`src/rtl/rx_deframe.sv`:
```
// rx_deframe: receive-path deframer for the Ethernet sample link.
// Checks preamble/SFD, EtherType and FCS; packs payload into 40-bit FIFO words.
// Ports: clk125/rstn clock and async active-low reset; rx_dv/rx_er/rx_byte
// byte stream from the RGMII capture; afull FIFO almost-full; wdata/wren
// FIFO write; frame_ok/frame_bad status pulses; ok_cnt/bad_cnt counters.
module rx_deframe #(
  parameter logic [15:0] ETHTYPE   = 16'h88B5,
  parameter int          MAX_WORDS = 300
) (
  input  logic        clk125,
  input  logic        rstn,
  input  logic        rx_dv,
  input  logic        rx_er,
  input  logic [7:0]  rx_byte,
  input  logic        afull,
  output logic [39:0] wdata,
  output logic        wren,
  output logic        frame_ok,
  output logic        frame_bad,
  output logic [15:0] ok_cnt,
  output logic [15:0] bad_cnt
);

  localparam int            WW      = $clog2(MAX_WORDS + 1);
  localparam logic [WW-1:0] MAXW    = WW'(MAX_WORDS);
  localparam logic [WW-1:0] ONE     = WW'(1);
  localparam logic [31:0]   POLY    = 32'hEDB88320;
  localparam logic [31:0]   RESIDUE = 32'hDEBB20E3;

  typedef enum logic [2:0] {
    IDLE, PRE, HDR, PAY, DROP
  } state_t;

  state_t          state;
  logic [31:0]     crc;
  logic [3:0]      hcnt;
  logic [3:0][7:0] dly;
  logic [2:0]      dcnt;
  logic [31:0]     pk;
  logic [2:0]      pcnt;
  logic [WW-1:0]   wcnt;
  logic            bad;

  function automatic logic [31:0] crc_step(
    input logic [31:0] c,
    input logic [7:0]  b
  );
    logic [31:0] r;
    r = c ^ {24'h0, b};
    for (int i = 0; i < 8; i++)
      r = r[0] ? ((r >> 1) ^ POLY) : (r >> 1);
    return r;
  endfunction

  function automatic logic [15:0] sat_inc(
    input logic [15:0] v
  );
    return (v == 16'hFFFF) ? v : v + 16'd1;
  endfunction

  logic [31:0] crc_nx;
  logic        eth_hit;
  logic [39:0] word;
  logic        eof_bad;

  assign crc_nx  = crc_step(crc, rx_byte);
  assign eth_hit = (hcnt == 4'd12)
                 ? (rx_byte == ETHTYPE[15:8])
                 : (rx_byte == ETHTYPE[7:0]);
  // dly[3] is the oldest byte; it completes the word held in pk
  assign word    = {pk, dly[3]};
  // dcnt < 4 means the FCS itself was short (runt)
  assign eof_bad = bad
                 | (crc != RESIDUE)
                 | (dcnt != 3'd4)
                 | (pcnt != 3'd0);

  always_ff @(posedge clk125 or negedge rstn) begin
    if (!rstn) begin
      state     <= IDLE;
      crc       <= '0;
      hcnt      <= '0;
      dly       <= '0;
      dcnt      <= '0;
      pk        <= '0;
      pcnt      <= '0;
      wcnt      <= '0;
      bad       <= 1'b0;
      wdata     <= '0;
      wren      <= 1'b0;
      frame_ok  <= 1'b0;
      frame_bad <= 1'b0;
      ok_cnt    <= '0;
      bad_cnt   <= '0;
    end else begin
      wren      <= 1'b0;
      frame_ok  <= 1'b0;
      frame_bad <= 1'b0;
      unique case (state)
        IDLE: begin
          if (rx_dv)
            state <= (rx_byte == 8'h55) ? PRE : DROP;
        end
        PRE: begin
          if (!rx_dv) begin
            state <= IDLE;
          end else if (rx_er) begin
            bad   <= 1'b1;
            state <= DROP;
          end else if (rx_byte == 8'hD5) begin
            state <= HDR;
            crc   <= '1;
            hcnt  <= '0;
            dcnt  <= '0;
            pcnt  <= '0;
            wcnt  <= '0;
            bad   <= 1'b0;
          end else if (rx_byte != 8'h55) begin
            state <= DROP;
          end
        end
        HDR: begin
          if (!rx_dv) begin
            // truncated inside the header
            frame_bad <= 1'b1;
            bad_cnt   <= sat_inc(bad_cnt);
            state     <= IDLE;
          end else if (rx_er) begin
            bad   <= 1'b1;
            state <= DROP;
          end else begin
            crc  <= crc_nx;
            hcnt <= hcnt + 4'd1;
            if (hcnt >= 4'd12 && !eth_hit)
              state <= DROP;
            else if (hcnt == 4'd13)
              state <= PAY;
          end
        end
        PAY: begin
          if (!rx_dv) begin
            if (eof_bad) begin
              frame_bad <= 1'b1;
              bad_cnt   <= sat_inc(bad_cnt);
            end else begin
              frame_ok <= 1'b1;
              ok_cnt   <= sat_inc(ok_cnt);
            end
            bad   <= 1'b0;
            state <= IDLE;
          end else if (rx_er) begin
            bad   <= 1'b1;
            state <= DROP;
          end else begin
            crc <= crc_nx;
            dly <= {dly[2:0], rx_byte};
            if (dcnt != 3'd4) begin
              dcnt <= dcnt + 3'd1;
            end else if (pcnt != 3'd4) begin
              pk   <= {pk[23:0], dly[3]};
              pcnt <= pcnt + 3'd1;
            end else begin
              pcnt <= '0;
              if (wcnt == MAXW) begin
                bad   <= 1'b1;
                state <= DROP;
              end else begin
                wcnt <= wcnt + ONE;
                // a blocked word still counts against the frame
                if (afull) begin
                  bad <= 1'b1;
                end else begin
                  wren  <= 1'b1;
                  wdata <= word;
                end
              end
            end
          end
        end
        DROP: begin
          if (!rx_dv) begin
            if (bad) begin
              frame_bad <= 1'b1;
              bad_cnt   <= sat_inc(bad_cnt);
            end
            bad   <= 1'b0;
            state <= IDLE;
          end
        end
        default: state <= IDLE;
      endcase
    end
  end

endmodule

```
`config.mk`:
```
export PLATFORM = sky130hd
export DESIGN_NAME = rx_deframe
export DESIGN_NICKNAME = d
export VERILOG_FILES = /design/src/rtl/rx_deframe.sv
export SDC_FILE = /design/constraint.sdc
export NUM_CORES = 1
export LEC_CHECK = 0
export ABC_AREA = 1
export CORE_UTILIZATION = 63
export CTS_CLUSTER_DIAMETER = 100
export CTS_CLUSTER_SIZE = 8
export DETAILED_ROUTE_END_ITERATION = 12
export GPL_TIMING_DRIVEN = 1
export MAX_ROUTING_LAYER = met4
export PLACE_DENSITY = 0.9
export SYNTH_ARGS = -nofsm -noshare
export SYNTH_HDL_FRONTEND = slang
export SYNTH_SLANG_ARGS = --single-unit
export TNS_END_PERCENT = 50
```
`constraint.sdc`:
```
create_clock -name clk125 -period 4.55 [get_ports clk125]
set_input_delay 0.6825 -clock clk125 [delete_from_list [all_inputs] [get_ports clk125]]
set_output_delay 0.6825 -clock clk125 [all_outputs]
set_load 0.005 [all_outputs]
```
# --- Word level (Yosys, flattened, before mapping) ---
# Index checks and enable logic that the tools add are counted.
op_classes:
  add_sub_neg: 6
  n_lt_le_gt_ge: 1
  eq_ne: 44
  muxes: 95
  bitwise_logic: 20
  reduce_logical: 22
op_table:
  columns: ["op", "count"]
  rows:
  - ["$mux W32", 13]
  - ["$not A13 Y14", 8]
  - ["$mux W16", 6]
  - ["$mux W3", 26]
  - ["$mux W9", 8]
  - ["$pmux W32 S2", 1]
  - ["$pmux W16 S3", 1]
  - ["$ne A2 B2 Y1 const B", 19]
  - ["$add A16 B1 Y16 const B", 2]
  - ["$eq A16 B16 Y1 const B", 2]
  - ["$ne A32 B32 Y1 const B", 1]
  - ["$xor A32 B8 Y32", 1]
  - ["$mux W1", 28]
  - ["$reduce_and A7 Y1", 4]
  - ["$eq A8 B8 Y1 const B", 3]
  - ["$mux W4", 5]
  - ["$pmux W9 S2", 1]
  - ["$reduce_and A6 Y1", 3]
  - ["$reduce_and A9 Y1", 2]
  - ["$ne A5 B5 Y1 const B", 3]
  - ["$pmux W3 S5", 1]
  - ["$ne A4 B4 Y1 const B", 3]
  - ["$pmux W3 S2", 2]
  - ["$add A9 B1 Y9 const B", 1]
  - ["other kinds (27)", 44]
totals:
  reg_bits: 194
  inputBits: 13
  output_inout_bits: 75
  wordCells: 206

# --- Logic depth before layout (Yosys ltp) ---
# Gate-level depths: netlist of run 1.
logic_depth:
  depth_word: 20
  ltp_mapped: 13
  ltp_nobuf: 12

# --- Worst setup path before layout of run 1 ---
# No wires, ideal clock.
synth_path:
  path_kind: "input port to flip-flop"
  startpoint: "in rx_dv"
  endpoint: "reg crc[19]"
  setup_ns: 0.113
  arrival_time_ns: 1.808
  required_ns: 4.437
  path_slack_ns: 2.630
  cell_stages: 13
  n_path_buf: 2
  path_cell_list: "buf_4 -> inv_2 -> nor2_4 -> inv_1 -> nand2_1 -> nand2_1 -> nor2_1 -> nand2_2 -> nor2_2 -> buf_4 -> nand3_1 -> nand2_1 -> inv_1"
synth_via:
  elab_chain_len: 2
  elab_cells_between_ends: 3
  cone_classes: "eq/ne: 2; reduce/logical: 1"
synth_lines:
  columns: ["item", "line", "text"]
  rows:
  - ["start: declaration", "12", "input logic rx_dv,"]
  - ["$ne A2 B1 Y1 (no line) or $ne A2 B2 Y1 (tied branches)", null, null]
  - ["$reduce_and A6 Y1 (no line) (*)", null, null]
  - ["end signal: assignment", "132", "crc <= crc_nx;"]
  - ["end signal: assignment", "155", "crc <= crc_nx;"]
  - ["end: declaration", "35", "logic [31:0] crc;"]
# Every way passes the cells marked *; elsewhere a longest branch is shown, timed or not.
# A chain may end at the register's enable or synchronous reset.

# --- Final worst setup path of run 1 ---
layout_path:
  startpoint: "in rx_dv"
  endpoint: "reg wdata[35]"
layout_via:
  elab_chain_len: 1
layout_lines:
  columns: ["item", "line", "text"]
  rows:
  - ["$reduce_and A7 Y1 (no line)", null, null]
  - ["end signal: assignment", "174", "wdata <= word;"]
  - ["end: declaration", "16", "output logic [39:0] wdata,"]
# No other way between the ends.

==> impl_metrics.py, run 1 <==
metrics = {
    "outcome": {
        "status": "completed",
    },
    "floorplan": {
        "floorplan.rows": 45,
        "floorplan.die.height_microns": 128,
        "die-area_sq_mm": 0.0165,
        "initial_core_util_pct": 65.5,
        "boundaryPins": 88,
        "core_region_sq_mm": 0.0154,
        "die_width_microns": 128,
    },
    "yosys": {
        "post_syn_area_per_cell_sq_um": 7.76,
        "synth_commonest_cells": "449 x sky130_fd_sc_hd__nand2_1, 194 x sky130_fd_sc_hd__dfrtp_1, 136 x sky130_fd_sc_hd__inv_1",
        "fraction_of_registers_with_async_set_or_reset_after_synthesis_pct": 100,
        "synth_cell_type_count": 35,
        "postSynth.topFlopCell": "sky130_fd_sc_hd__dfrtp_1",
        "fraction_of_synthesized_cell_area_taken_by_the_top_area_cell_type_pct": 48.2,
        "synth.area.top_cells": "sky130_fd_sc_hd__dfrtp_1 48%, sky130_fd_sc_hd__nand2_1 17%, sky130_fd_sc_hd__inv_1 5.1%",
        "synth_seq_cells": 194,
        "warnings_synthesis": 0,
        "synthesis.area_sq_mm": 0.0101,
        "synthCells": 1297,
        "yosys.area.top_type": "sky130_fd_sc_hd__dfrtp_1",
        "mappedNetlistNets": 1321,
        "seq_total_area_yosys_pct": 48.2,
        "synth_edf_count": 0,
        "yosysMostFrequentCell": "sky130_fd_sc_hd__nand2_1",
    },
    "clock_network": {
        "cts.sinks": 194,
        "post-cts-setup-buffer-count": 0,
        "cts_resized": 0,
        "cts_max_level": 4,
        "ctsRootBufferMaster": "sky130_fd_sc_hd__clkbuf_16",
        "clk_transition_reported_paths_ps": 70,
        "cts_hold_repair.buffers": 0,
        "tritoncts.num_buffers": 17,
        "tritoncts": "yes",
        "clock_tree.buffer_depth": 2,
        "insertion_delay_ps": 430,
    },
    "global_routing": {
        "first_global_vias": 8371,
        "gr-total-overflow": 0,
        "grt_antenna_before_repair": 0,
        "grt_first_pass_wirelength_microns": 40500,
        "grt_start_max_net_pins": 129,
        "global_route.usage.total_pct": 32.4,
    },
    "placed_design": {
        "globalplace.congestion": 0.964,
        "dp_worst_setup_slack_ps": 837,
        "detailedPlacementHpwl_microns": 16500,
        "port_buffers": 87,
    },
    "final_layout": {
        "n_antenna_cell": 0,
        "final_layout_size_suffix_gt1_share_pct": 4.70,
        "finish.net_count": 1395,
        "signed_area_change_from_the_synthesized_netlist_to_the_final_layout_pct": 16.1,
    },
    "detailed_routing": {
        "routed_via_density": 5.55,
        "route.antenna.remaining_nets": 0,
        "detailedRoute.firstIterationViolations": 784,
        "finalWirelength_microns": 24300,
        "num_vias": 8852,
        "avgRoutedWirePerCell_microns": 15.2,
        "firstDrtPassIters": 6,
        "post-route-drc-count": 0,
    },
    "sta": {
        "setup_viol": 0,
        "timing.fmax_mhz": 300,
        "layout_worst_path_cycle_share_pct": 73.3,
        "max-slew-margin-rel_pct": 33.0,
        "timing.clock.skew_ps": 8.29,
        "layout_min_cycle_time_ps": 3340,
        "totalNegativeSetupSlack_ps": 0,
        "rsz0062_at_grt": "no",
        "pin_slew_with_the_least_headroom_to_its_limit_ps": 1000,
        "timing.final.ws_setup_ps": 1210,
        "final_hold_viol_count": 0,
        "final-max-slew-violation-count": 0,
    },
    "min_path": {
        "hp-class": "primary input to async pin",
    },
    "power_and_ir_drop": {
        "cellLeakagePower_nw": 5.59,
        "ir_worst_vdd_uv": 330,
        "power_density_mw_per_mm2": 395,
    },
    "setup_path": {
        "critical_path.startpoint_type": "primary input",
        "critPathKind": "primary input to flip-flop",
        "timing.critical_path.fanout_max": 73,
        "worstPathRequired_ps": 4870,
        "setup.worst_path.end_class": "flip-flop",
        "critPathArrivalTime_ps": 3660,
    },
    "flow_run": {
        "maxCapViolations": 0,
    },
}
## metrics by stage
| step | std cells | utilization (%) | power, mW | hold slack, ps | cell area (sq um) |
|---|---|---|---|---|---|
| 6_report | 1595 | 76.0 | 4.61 | 406 | 11700 |
| 5_1_grt | 1595 | 76.0 | 4.84 | 475 | 11700 |
| 2_1_floorplan | 1297 | - | 2.80 | 387 | 10100 |
| 3_3_place_gp | 1563 | 72.2 | 3.08 | 462 | 11100 |
| 3_5_place_dp | 1563 | 72.2 | 3.12 | 465 | 11100 |
| 4_1_cts | 1595 | 76.0 | 4.60 | 454 | 11700 |
## worst max-delay path, stage by stage
cell and delay, ps:
sky130_fd_sc_hd__clkdlybuf4s50_1 600, sky130_fd_sc_hd__inv_2 210, sky130_fd_sc_hd__nor2_4 60, sky130_fd_sc_hd__nand2_2 410, sky130_fd_sc_hd__clkinv_2 490, sky130_fd_sc_hd__nand2_1 260
sky130_fd_sc_hd__nor2_2 60, sky130_fd_sc_hd__nand2_2 80, sky130_fd_sc_hd__buf_12 280, sky130_fd_sc_hd__clkinv_1 290, sky130_fd_sc_hd__nand2_1 130, sky130_fd_sc_hd__nand2_1 60
## cells in the final DEF (no fill, tap or decap), types with 3 or more instances in the layout
| cell type | netlist | routed |
|---|---|---|
| sky130_fd_sc_hd__o31ai_1 | 3 | 3 |
| sky130_fd_sc_hd__nand4_1 | 27 | 27 |
| sky130_fd_sc_hd__a21oi_1 | 14 | 14 |
| sky130_fd_sc_hd__inv_2 | 4 | 4 |
| sky130_fd_sc_hd__xor2_1 | 52 | 52 |
| sky130_fd_sc_hd__nand3_1 | 86 | 86 |
| sky130_fd_sc_hd__inv_1 | 136 | 136 |
| sky130_fd_sc_hd__nor2_2 | 8 | 8 |
| sky130_fd_sc_hd__clkbuf_16 | 0 | 17 |
| sky130_fd_sc_hd__nand3b_1 | 5 | 5 |
| sky130_fd_sc_hd__clkdlybuf4s50_1 | 0 | 86 |
| sky130_fd_sc_hd__nor3_1 | 23 | 23 |
| sky130_fd_sc_hd__inv_8 | 0 | 3 |
| sky130_fd_sc_hd__nand2_2 | 6 | 6 |
| sky130_fd_sc_hd__o21ai_0 | 90 | 90 |
| sky130_fd_sc_hd__nor2_1 | 64 | 64 |
| sky130_fd_sc_hd__clkinv_2 | 1 | 3 |
| sky130_fd_sc_hd__a22oi_1 | 12 | 12 |
| sky130_fd_sc_hd__inv_6 | 0 | 4 |
| sky130_fd_sc_hd__o21ai_1 | 33 | 33 |
| sky130_fd_sc_hd__xnor2_1 | 24 | 24 |
| sky130_fd_sc_hd__nand2_1 | 449 | 449 |
| sky130_fd_sc_hd__ha_1 | 11 | 11 |
| sky130_fd_sc_hd__buf_4 | 4 | 4 |
| sky130_fd_sc_hd__o211ai_1 | 3 | 3 |
| sky130_fd_sc_hd__dfrtp_1 | 194 | 194 |
## logic make-up (layout without fill, tap and decap cells)
kind of cell             Yosys count  count (layout)  share of synthesized area, %
AO/OA/AOI/OAI                    158             158                          8.42
XOR/XNOR                          76              76                          6.61
adder cells (fa/ha/maj)           11              11                          1.37
buffers and inverters            180             267                          7.06
flip-flops                       194             194                          48.2
AND/OR/NAND/NOR                  678             678                          28.3
## per-layer routing
| metal | vias up | routed length [microns] | track usage, % |
|---|---|---|---|
| met2 | 358 | 11900 | 51.4 |
| met1 | 4141 | 10100 | 42.0 |
| met3 | 72 | 1570 | 5.36 |
| met4 | 0 | 716 | 12.3 |
| met5 | - | 0 | - |
| li1 | 4281 | - | - |
## cell type report
class | count | area (sq um)
fillers | 1093 | 3690
repair buffers | 93 | 945
flip-flops and latches | 194 | 4850
multi-input cells | 923 | 4500
clock inverters | 13 | 141
inverters | 142 | 534
well taps | 211 | 264
clock buffers | 19 | 443
## final timing paths
kind | from | end | slack, ps | cells past startpoint
min in group clk125 | wdata[36] | wdata[36] | 480 | 2
max reg2reg | state[1] | wdata[35] | 1370 | 11
max in group asynchronous | rstn | ok_cnt[4] | 3250 | 2
min reg2reg | wdata[36] | wdata[36] | 480 | 2
max | rx_dv | wdata[35] | 1210 | 12
min | rstn | wdata[18] | 410 | 1
## power breakdown
part	switching, mW	internal (mW)	total [mW]
registers	0.135	1.86	2.00
logic	0.726	0.396	1.12
clock network	0.701	0.792	1.49
total	1.56	3.05	4.61
## state kept, by name (all words and copies together), names as in the netlist
signal	cells
wdata	40
ok_cnt	16
pcnt	3
pk	32
frame_bad	1
bad	1
wcnt	9
wren	1
crc	32
frame_ok	1
state	3
dly	32
bad_cnt	16
hcnt	4
dcnt	3
Note: power is estimated with default switching activity, not from simulation.
==> run 2: changes to the inputs <==
--- a/config.mk
+++ b/config.mk
@@ -6,13 +6,13 @@
 export NUM_CORES = 1
 export LEC_CHECK = 0
 export ABC_AREA = 1
-export CORE_UTILIZATION = 63
+export CORE_UTILIZATION = 53
 export CTS_CLUSTER_DIAMETER = 100
 export CTS_CLUSTER_SIZE = 8
 export DETAILED_ROUTE_END_ITERATION = 12
 export GPL_TIMING_DRIVEN = 1
 export MAX_ROUTING_LAYER = met4
-export PLACE_DENSITY = 0.9
+export PLACE_DENSITY = 0.81
 export SYNTH_ARGS = -nofsm -noshare
 export SYNTH_HDL_FRONTEND = slang
 export SYNTH_SLANG_ARGS = --single-unit
==> constraint.sdc (replaced) <==
create_clock -name clk125 -period 2.9 [get_ports clk125]
set_input_delay 0.435 -clock clk125 [delete_from_list [all_inputs] [get_ports clk125]]
set_output_delay 0.435 -clock clk125 [all_outputs]
set_load 0.005 [all_outputs]
==> run 2 against run 1 <==
  * Via count decreased by 0.98%
  * Utilization is 12 points lower
  * Global-route usage is 6.0 points lower
  * First-iteration DRC count fell by 10%
  * Setup slack got worse by 700 ps
  * Clock skew rose by 2.6 ps
  * Worst hold slack better by 78 ps
  * Critical path depth decreased by 3
==> impl_metrics.py, run 2 (synthesis gave the netlist of run 1 again) <==
metrics = {
    "clock_network": {
        "cts_max_level": 4,
        "cts.sinks": 194,
        "cts_resized": 0,
        "clock_tree.buffer_depth": 2,
        "insertion_delay_ps": 450,
        "tritoncts.num_buffers": 17,
        "ctsRootBufferMaster": "sky130_fd_sc_hd__clkbuf_16",
        "tritoncts": "yes",
        "clk_transition_reported_paths_ps": 80,
    },
    "power_and_ir_drop": {
        "power_density_mw_per_mm2": 627,
        "cellLeakagePower_nw": 5.68,
        "design_power_total_mw": 7.45,
        "pwr-share-comb_pct": 24.1,
        "clock_power_share_pct": 33.7,
        "p_sw_mw": 2.64,
        "ir_worst_vdd_uv": 473,
        "p_int_mw": 4.81,
        "sequentialPowerShare_pct": 42.2,
        "switching_share_pct": 35.5,
    },
    "global_routing": {
        "global_route.usage.total_pct": 26.4,
        "grt_antenna_before_repair": 0,
        "gr-total-overflow": 0,
        "grt_first_pass_wirelength_microns": 40200,
        "first_global_vias": 8336,
        "grt_start_max_net_pins": 73,
    },
    "detailed_routing": {
        "routed_via_density": 5.37,
        "route.antenna.remaining_nets": 0,
        "num_vias": 8765,
        "detailedRoute.firstIterationViolations": 704,
        "avgRoutedWirePerCell_microns": 14.5,
        "finalWirelength_microns": 23600,
        "firstDrtPassIters": 5,
        "post-route-drc-count": 0,
    },
    "setup_path": {
        "r2r_end": "bad_cnt[2]",
        "critical_path.startpoint_type": "flip-flop",
        "critPathKind": "flip-flop to flip-flop",
        "critical_path_depth": 9,
        "rr_startpoint": "bad_cnt[0]",
        "r2r_slack_ps": 510,
        "critical_path.cell_chain": "ha_1 > nand3_1 > nor2_2 > nand3_1 > nor2_1 > nor2_2 > buf_4 > nand2_1 > o21ai_0",
        "timing.critical_path.fanout_max": 20,
        "worstSetupEndpoint": "bad_cnt[2]",
        "critical_path.top_delay_family": "simple AND/OR/NAND/NOR gates",
        "worstPathRequired_ps": 3200,
        "path_buf_inv": 1,
        "setup.worst_path.end_class": "flip-flop",
        "worst_setup_path_startpoint": "bad_cnt[0]",
        "critical_path_s_largest_stage_delay_ps": 470,
        "timing.reg2reg.worst_path_depth": 9,
        "crit_path_top_delay_cell": "sky130_fd_sc_hd__nand2_1",
        "critPathArrivalTime_ps": 2690,
    },
    "sta": {
        "layout_worst_path_cycle_share_pct": 82.4,
        "final-max-slew-violation-count": 0,
        "rsz0062_at_grt": "no",
        "final_hold_viol_count": 0,
        "setup_viol": 0,
        "timing.clock.skew_ps": 10.9,
        "layout_min_cycle_time_ps": 2390,
        "totalNegativeSetupSlack_ps": 0,
        "fin_worst_hold_slack_ps": 484,
        "timing.fmax_mhz": 418,
        "max-slew-margin-rel_pct": 47.4,
        "pin_slew_with_the_least_headroom_to_its_limit_ps": 783,
    },
    "final_layout": {
        "final_area_sq_mm": 0.0119,
        "final_layout_size_suffix_gt1_share_pct": 5.65,
        "leading_cell_type_in_the_layout_fill_and_taps_excluded": "sky130_fd_sc_hd__nand2_1",
        "largest_register_ffs": 40,
        "finish.net_count": 1409,
        "signed_area_change_from_the_synthesized_netlist_to_the_final_layout_pct": 18.1,
        "final.fill_count": 1537,
        "regMostFlops": "wdata",
        "n_antenna_cell": 0,
        "layout.cells.most_common_list": "449 x sky130_fd_sc_hd__nand2_1, 194 x sky130_fd_sc_hd__dfrtp_1, 136 x sky130_fd_sc_hd__inv_1, 90 x sky130_fd_sc_hd__o21ai_0",
    },
    "floorplan": {
        "boundaryPins": 88,
        "die-area_sq_mm": 0.0195,
        "die_width_microns": 140,
        "initial_core_util_pct": 54.0,
        "core_region_sq_mm": 0.0186,
        "floorplan.die.height_microns": 140,
        "floorplan.rows": 50,
    },
    "flow_run": {
        "maxCapViolations": 0,
    },
    "outcome": {
        "status": "completed",
    },
    "placed_design": {
        "place_area_sq_mm": 0.0112,
        "globalplace.congestion": 0.957,
        "port_buffers": 87,
        "detailedPlacementHpwl_microns": 16800,
    },
    "min_path": {
        "hp-class": "flip-flop to flip-flop",
    },
}
run 2: changes by cell type in the layout (fill, tap and decap cells not counted), moves of 2 or more:
cell,change
sky130_fd_sc_hd__inv_8,-2
sky130_fd_sc_hd__inv_12,+5
sky130_fd_sc_hd__inv_6,-2
sky130_fd_sc_hd__clkinv_2,-2
sky130_fd_sc_hd__clkinv_8,+5
sky130_fd_sc_hd__buf_4,+13
run 2: worst min-delay path by stage:
stage          startpoint        end  cells after the start
2_1_floorplan        rstn        bad                      0
3_3_place_gp         rstn  wdata[13]                      1
3_5_place_dp         rstn     pk[21]                      1
4_1_cts            pk[27]  wdata[35]                      2
5_1_grt            dly[0]     dly[8]                      2
6_report          dly[22]    dly[30]                      2
run 2: metal layers:
metal,vias up,global-route usage [%],wire length [microns]
li1,4304,-,-
met4,0,8.16,437
met2,270,42.1,11300
met5,-,-,0
met3,42,4.75,1320
met1,4149,34.3,10500
run 2: per-stage QoR:
step                util [%]  std cells  worst slack [ps]
global placement        60.2       1599               341
global route            63.8       1632               343
CTS                     63.8       1632               527
floorplan                  -       1297              1150
detailed placement      60.2       1599               251
finish                  63.8       1632               510
run 2: worst reg2reg max path, cell delays in order (launching register included):
cell,delay [ps]
sky130_fd_sc_hd__dfrtp_1,440
sky130_fd_sc_hd__ha_1,230
sky130_fd_sc_hd__nand3_1,190
sky130_fd_sc_hd__nor2_2,190
sky130_fd_sc_hd__nand3_1,130
sky130_fd_sc_hd__nor2_1,200
sky130_fd_sc_hd__nor2_2,40
sky130_fd_sc_hd__buf_4,190
sky130_fd_sc_hd__nand2_1,470
sky130_fd_sc_hd__o21ai_0,170
run 2: timing repair:
| action | 4_1_cts | 5_1_grt |
|---|---|---|
| endpoints found under the hold margin | 57 | 0 |
| setup buffers | 0 | 0 |
| hold buffers | 1 | 0 |
run 2: power groups by stage:
| stage | registers (mW) | logic, mW | clock network (mW) |
|---|---|---|---|
| floorplan | 3.13 | 1.27 | 0 |
| global placement | 3.18 | 1.71 | 0 |
| detailed placement | 3.18 | 1.76 | 0 |
| CTS | 3.14 | 1.78 | 2.54 |
| global route | 3.18 | 2.02 | 2.66 |
| finish | 3.15 | 1.79 | 2.51 |
run 2: cell type report:
| class | count | area [sq um] | share of cell area [%] |
|---|---|---|---|
| Inverter | 142 | 534 | 4.49 |
| Sequential cell | 194 | 4850 | 40.8 |
| Clock buffer | 17 | 425 | 3.58 |
| Timing Repair Buffer | 107 | 1050 | 8.85 |
| Clock inverter | 15 | 228 | 1.92 |
| Multi-Input combinational cell | 923 | 4500 | 37.9 |
| Tap cell | 234 | 293 | 2.46 |
==> run 3: changes to the inputs <==
--- a/config.mk
+++ b/config.mk
@@ -6,13 +6,13 @@
 export NUM_CORES = 1
 export LEC_CHECK = 0
 export ABC_AREA = 1
-export CORE_UTILIZATION = 53
+export CORE_UTILIZATION = 58
 export CTS_CLUSTER_DIAMETER = 100
 export CTS_CLUSTER_SIZE = 8
 export DETAILED_ROUTE_END_ITERATION = 12
 export GPL_TIMING_DRIVEN = 1
 export MAX_ROUTING_LAYER = met4
-export PLACE_DENSITY = 0.81
+export PLACE_DENSITY = 0.84
 export SYNTH_ARGS = -nofsm -noshare
 export SYNTH_HDL_FRONTEND = slang
 export SYNTH_SLANG_ARGS = --single-unit
==> constraint.sdc (replaced) <==
create_clock -name clk125 -period 2.4 [get_ports clk125]
set_input_delay 0.36 -clock clk125 [delete_from_list [all_inputs] [get_ports clk125]]
set_output_delay 0.36 -clock clk125 [all_outputs]
set_load 0.005 [all_outputs]
==> run 3 against run 2 <==
  * Combinational power up 26%
  * Utilization up 8.8 points
  * Clock skew up 1.7 ps
  * Cell count up 1.3%
  * Sequential power up 20%
  * Highest routed layer unchanged
  * Register-to-register slack worse by 320 ps
  * Critical path depth up 1
  * Total power up 21%
  * Global-route usage up 4.5 points
  * Design area up 2.3%
  * First-iteration DRC count down 10%
==> impl_metrics.py, run 3 (synthesis gave the netlist of run 1 again) <==
metrics = {
    "outcome": {
        "status": "completed",
    },
    "global_routing": {
        "gr-total-overflow": 0,
        "global_route.usage.total_pct": 30.9,
        "first_global_vias": 8810,
        "grt_first_pass_wirelength_microns": 42500,
        "grt_antenna_before_repair": 0,
        "grt_start_max_net_pins": 73,
    },
    "min_path": {
        "hp-class": "flip-flop to flip-flop",
    },
    "floorplan": {
        "die-area_sq_mm": 0.0179,
        "die_width_microns": 134,
        "initial_core_util_pct": 60.1,
        "floorplan.rows": 47,
        "boundaryPins": 88,
        "core_region_sq_mm": 0.0168,
        "floorplan.die.height_microns": 134,
    },
    "placed_design": {
        "dp_worst_setup_slack_ps": 79.1,
        "detailedPlacementHpwl_microns": 17800,
        "place_area_sq_mm": 0.0115,
        "globalplace.congestion": 0.941,
        "port_buffers": 87,
    },
    "sta": {
        "timing.final.ws_setup_ps": 191,
        "timing.clock.skew_ps": 12.7,
        "final-max-slew-violation-count": 0,
        "pin_slew_with_the_least_headroom_to_its_limit_ps": 605,
        "final_hold_viol_count": 0,
        "totalNegativeSetupSlack_ps": 0,
        "layout_min_cycle_time_ps": 2210,
        "max-slew-margin-rel_pct": 59.6,
        "timing.fmax_mhz": 453,
        "setup_viol": 0,
        "layout_worst_path_cycle_share_pct": 92.0,
        "rsz0062_at_grt": "no",
    },
    "setup_path": {
        "critical_path.cell_chain": "ha_1 > nand3_1 > nor2_2 > nand3_1 > nor2_1 > nor2_2 > nand2_1 > buf_4 > nand2_1 > o21ai_0",
        "crit_path_top_delay_cell": "sky130_fd_sc_hd__dfrtp_1",
        "critPathKind": "flip-flop to flip-flop",
        "critical_path.startpoint_type": "flip-flop",
        "r2r_slack_ps": 190,
        "setup.worst_path.end_class": "flip-flop",
        "worstPathRequired_ps": 2720,
        "critPathArrivalTime_ps": 2530,
        "timing.critical_path.fanout_max": 20,
        "critical_path_s_largest_stage_delay_ps": 440,
    },
    "clock_network": {
        "clock_tree.buffer_depth": 2,
        "ctsRootBufferMaster": "sky130_fd_sc_hd__clkbuf_16",
        "tritoncts": "yes",
        "cts.sinks": 194,
        "clk_transition_reported_paths_ps": 70,
        "tritoncts.num_buffers": 17,
        "cts_max_level": 4,
        "insertion_delay_ps": 450,
        "post-cts-setup-buffer-count": 0,
    },
    "detailed_routing": {
        "post-route-drc-count": 0,
        "firstDrtPassIters": 6,
        "avgRoutedWirePerCell_microns": 15.1,
        "route.antenna.remaining_nets": 0,
        "routed_via_density": 5.48,
        "finalWirelength_microns": 25000,
        "num_vias": 9064,
        "detailedRoute.firstIterationViolations": 632,
    },
    "flow_run": {
        "maxCapViolations": 0,
    },
    "final_layout": {
        "n_antenna_cell": 0,
        "final_area_sq_mm": 0.0122,
        "final.fill_count": 1293,
        "layout.cells.most_common_list": "449 x sky130_fd_sc_hd__nand2_1, 194 x sky130_fd_sc_hd__dfrtp_1, 136 x sky130_fd_sc_hd__inv_1, 90 x sky130_fd_sc_hd__o21ai_0",
        "largest_register_ffs": 40,
        "finish.net_count": 1444,
        "final_layout_size_suffix_gt1_share_pct": 7.96,
        "signed_area_change_from_the_synthesized_netlist_to_the_final_layout_pct": 20.8,
        "leading_cell_type_in_the_layout_fill_and_taps_excluded": "sky130_fd_sc_hd__nand2_1",
        "regMostFlops": "wdata",
    },
    "power_and_ir_drop": {
        "sequentialPowerShare_pct": 42.0,
        "power_density_mw_per_mm2": 743,
        "cellLeakagePower_nw": 5.87,
        "p_int_mw": 5.92,
        "clock_power_share_pct": 33.0,
        "pwr-share-comb_pct": 25.0,
        "switching_share_pct": 34.5,
        "p_sw_mw": 3.12,
        "ir_worst_vdd_uv": 598,
    },
}
==> run 3: final timing paths <==
kind,to,cells past startpoint,startpoint
setup / recovery,bad_cnt[13],10,bad_cnt[0]
max in group asynchronous,bad_cnt[13],3,rstn
min in group asynchronous,wdata[18],2,rstn
setup reg to reg,bad_cnt[13],10,bad_cnt[0]
hold / removal,wdata[38],2,pk[30]
hold reg to reg,wdata[38],2,pk[30]
==> run 3: per-layer routing <==
layer  track usage (%)  vias to the layer above  wire (microns)
met2              48.5                      352           12100
met3              5.94                       52            1530
met5                 -                        -               0
li1                  -                     4378               -
met1              40.0                     4282           10800
met4              10.8                        0             616
==> run 3: critical path: cells and delay by family, from the launching register on <==
family / cells / cell delay, ps
simple gates: 7 / 1090
flops: 1 / 440
fa+ha+maj: 1 / 270
buf+inv: 1 / 230
compound gates: 1 / 70
==> run 3: layout make-up <==
type | count | area, sq um | area share (%)
clock buffer | 17 | 425 | 3.50
timing repair buffer | 142 | 1370 | 11.2
tap | 220 | 275 | 2.26
clock inverter | 15 | 204 | 1.68
inverter | 142 | 534 | 4.39
sequential | 194 | 4850 | 39.9
multi-input combinational | 923 | 4500 | 37.0
==> run 3: power by group through the flow <==
stage	Sequential [mW]	Combinational [mW]	Clock, mW
finish	3.79	2.26	2.98
global route	3.82	2.56	3.14
CTS	3.78	2.24	3.00
detailed placement	3.85	2.22	0
global placement	3.84	2.17	0
floorplan	3.78	1.54	0
==> run 3: repair_timing <==
action                    in CTS  in global routing
hold buffers                   1                  0
hold endpoints to repair      68                  0
gates resized for setup        0                  0
==> run 3: through the flow <==
step,util (%),cells,hold slack (ps),power (mW)
5_1_grt,72.5,1653,501,9.52
3_3_place_gp,68.7,1620,422,6.01
3_5_place_dp,68.7,1620,422,6.07
6_report,72.5,1653,474,9.04
2_1_floorplan,-,1297,64.4,5.32
4_1_cts,72.5,1653,478,9.03
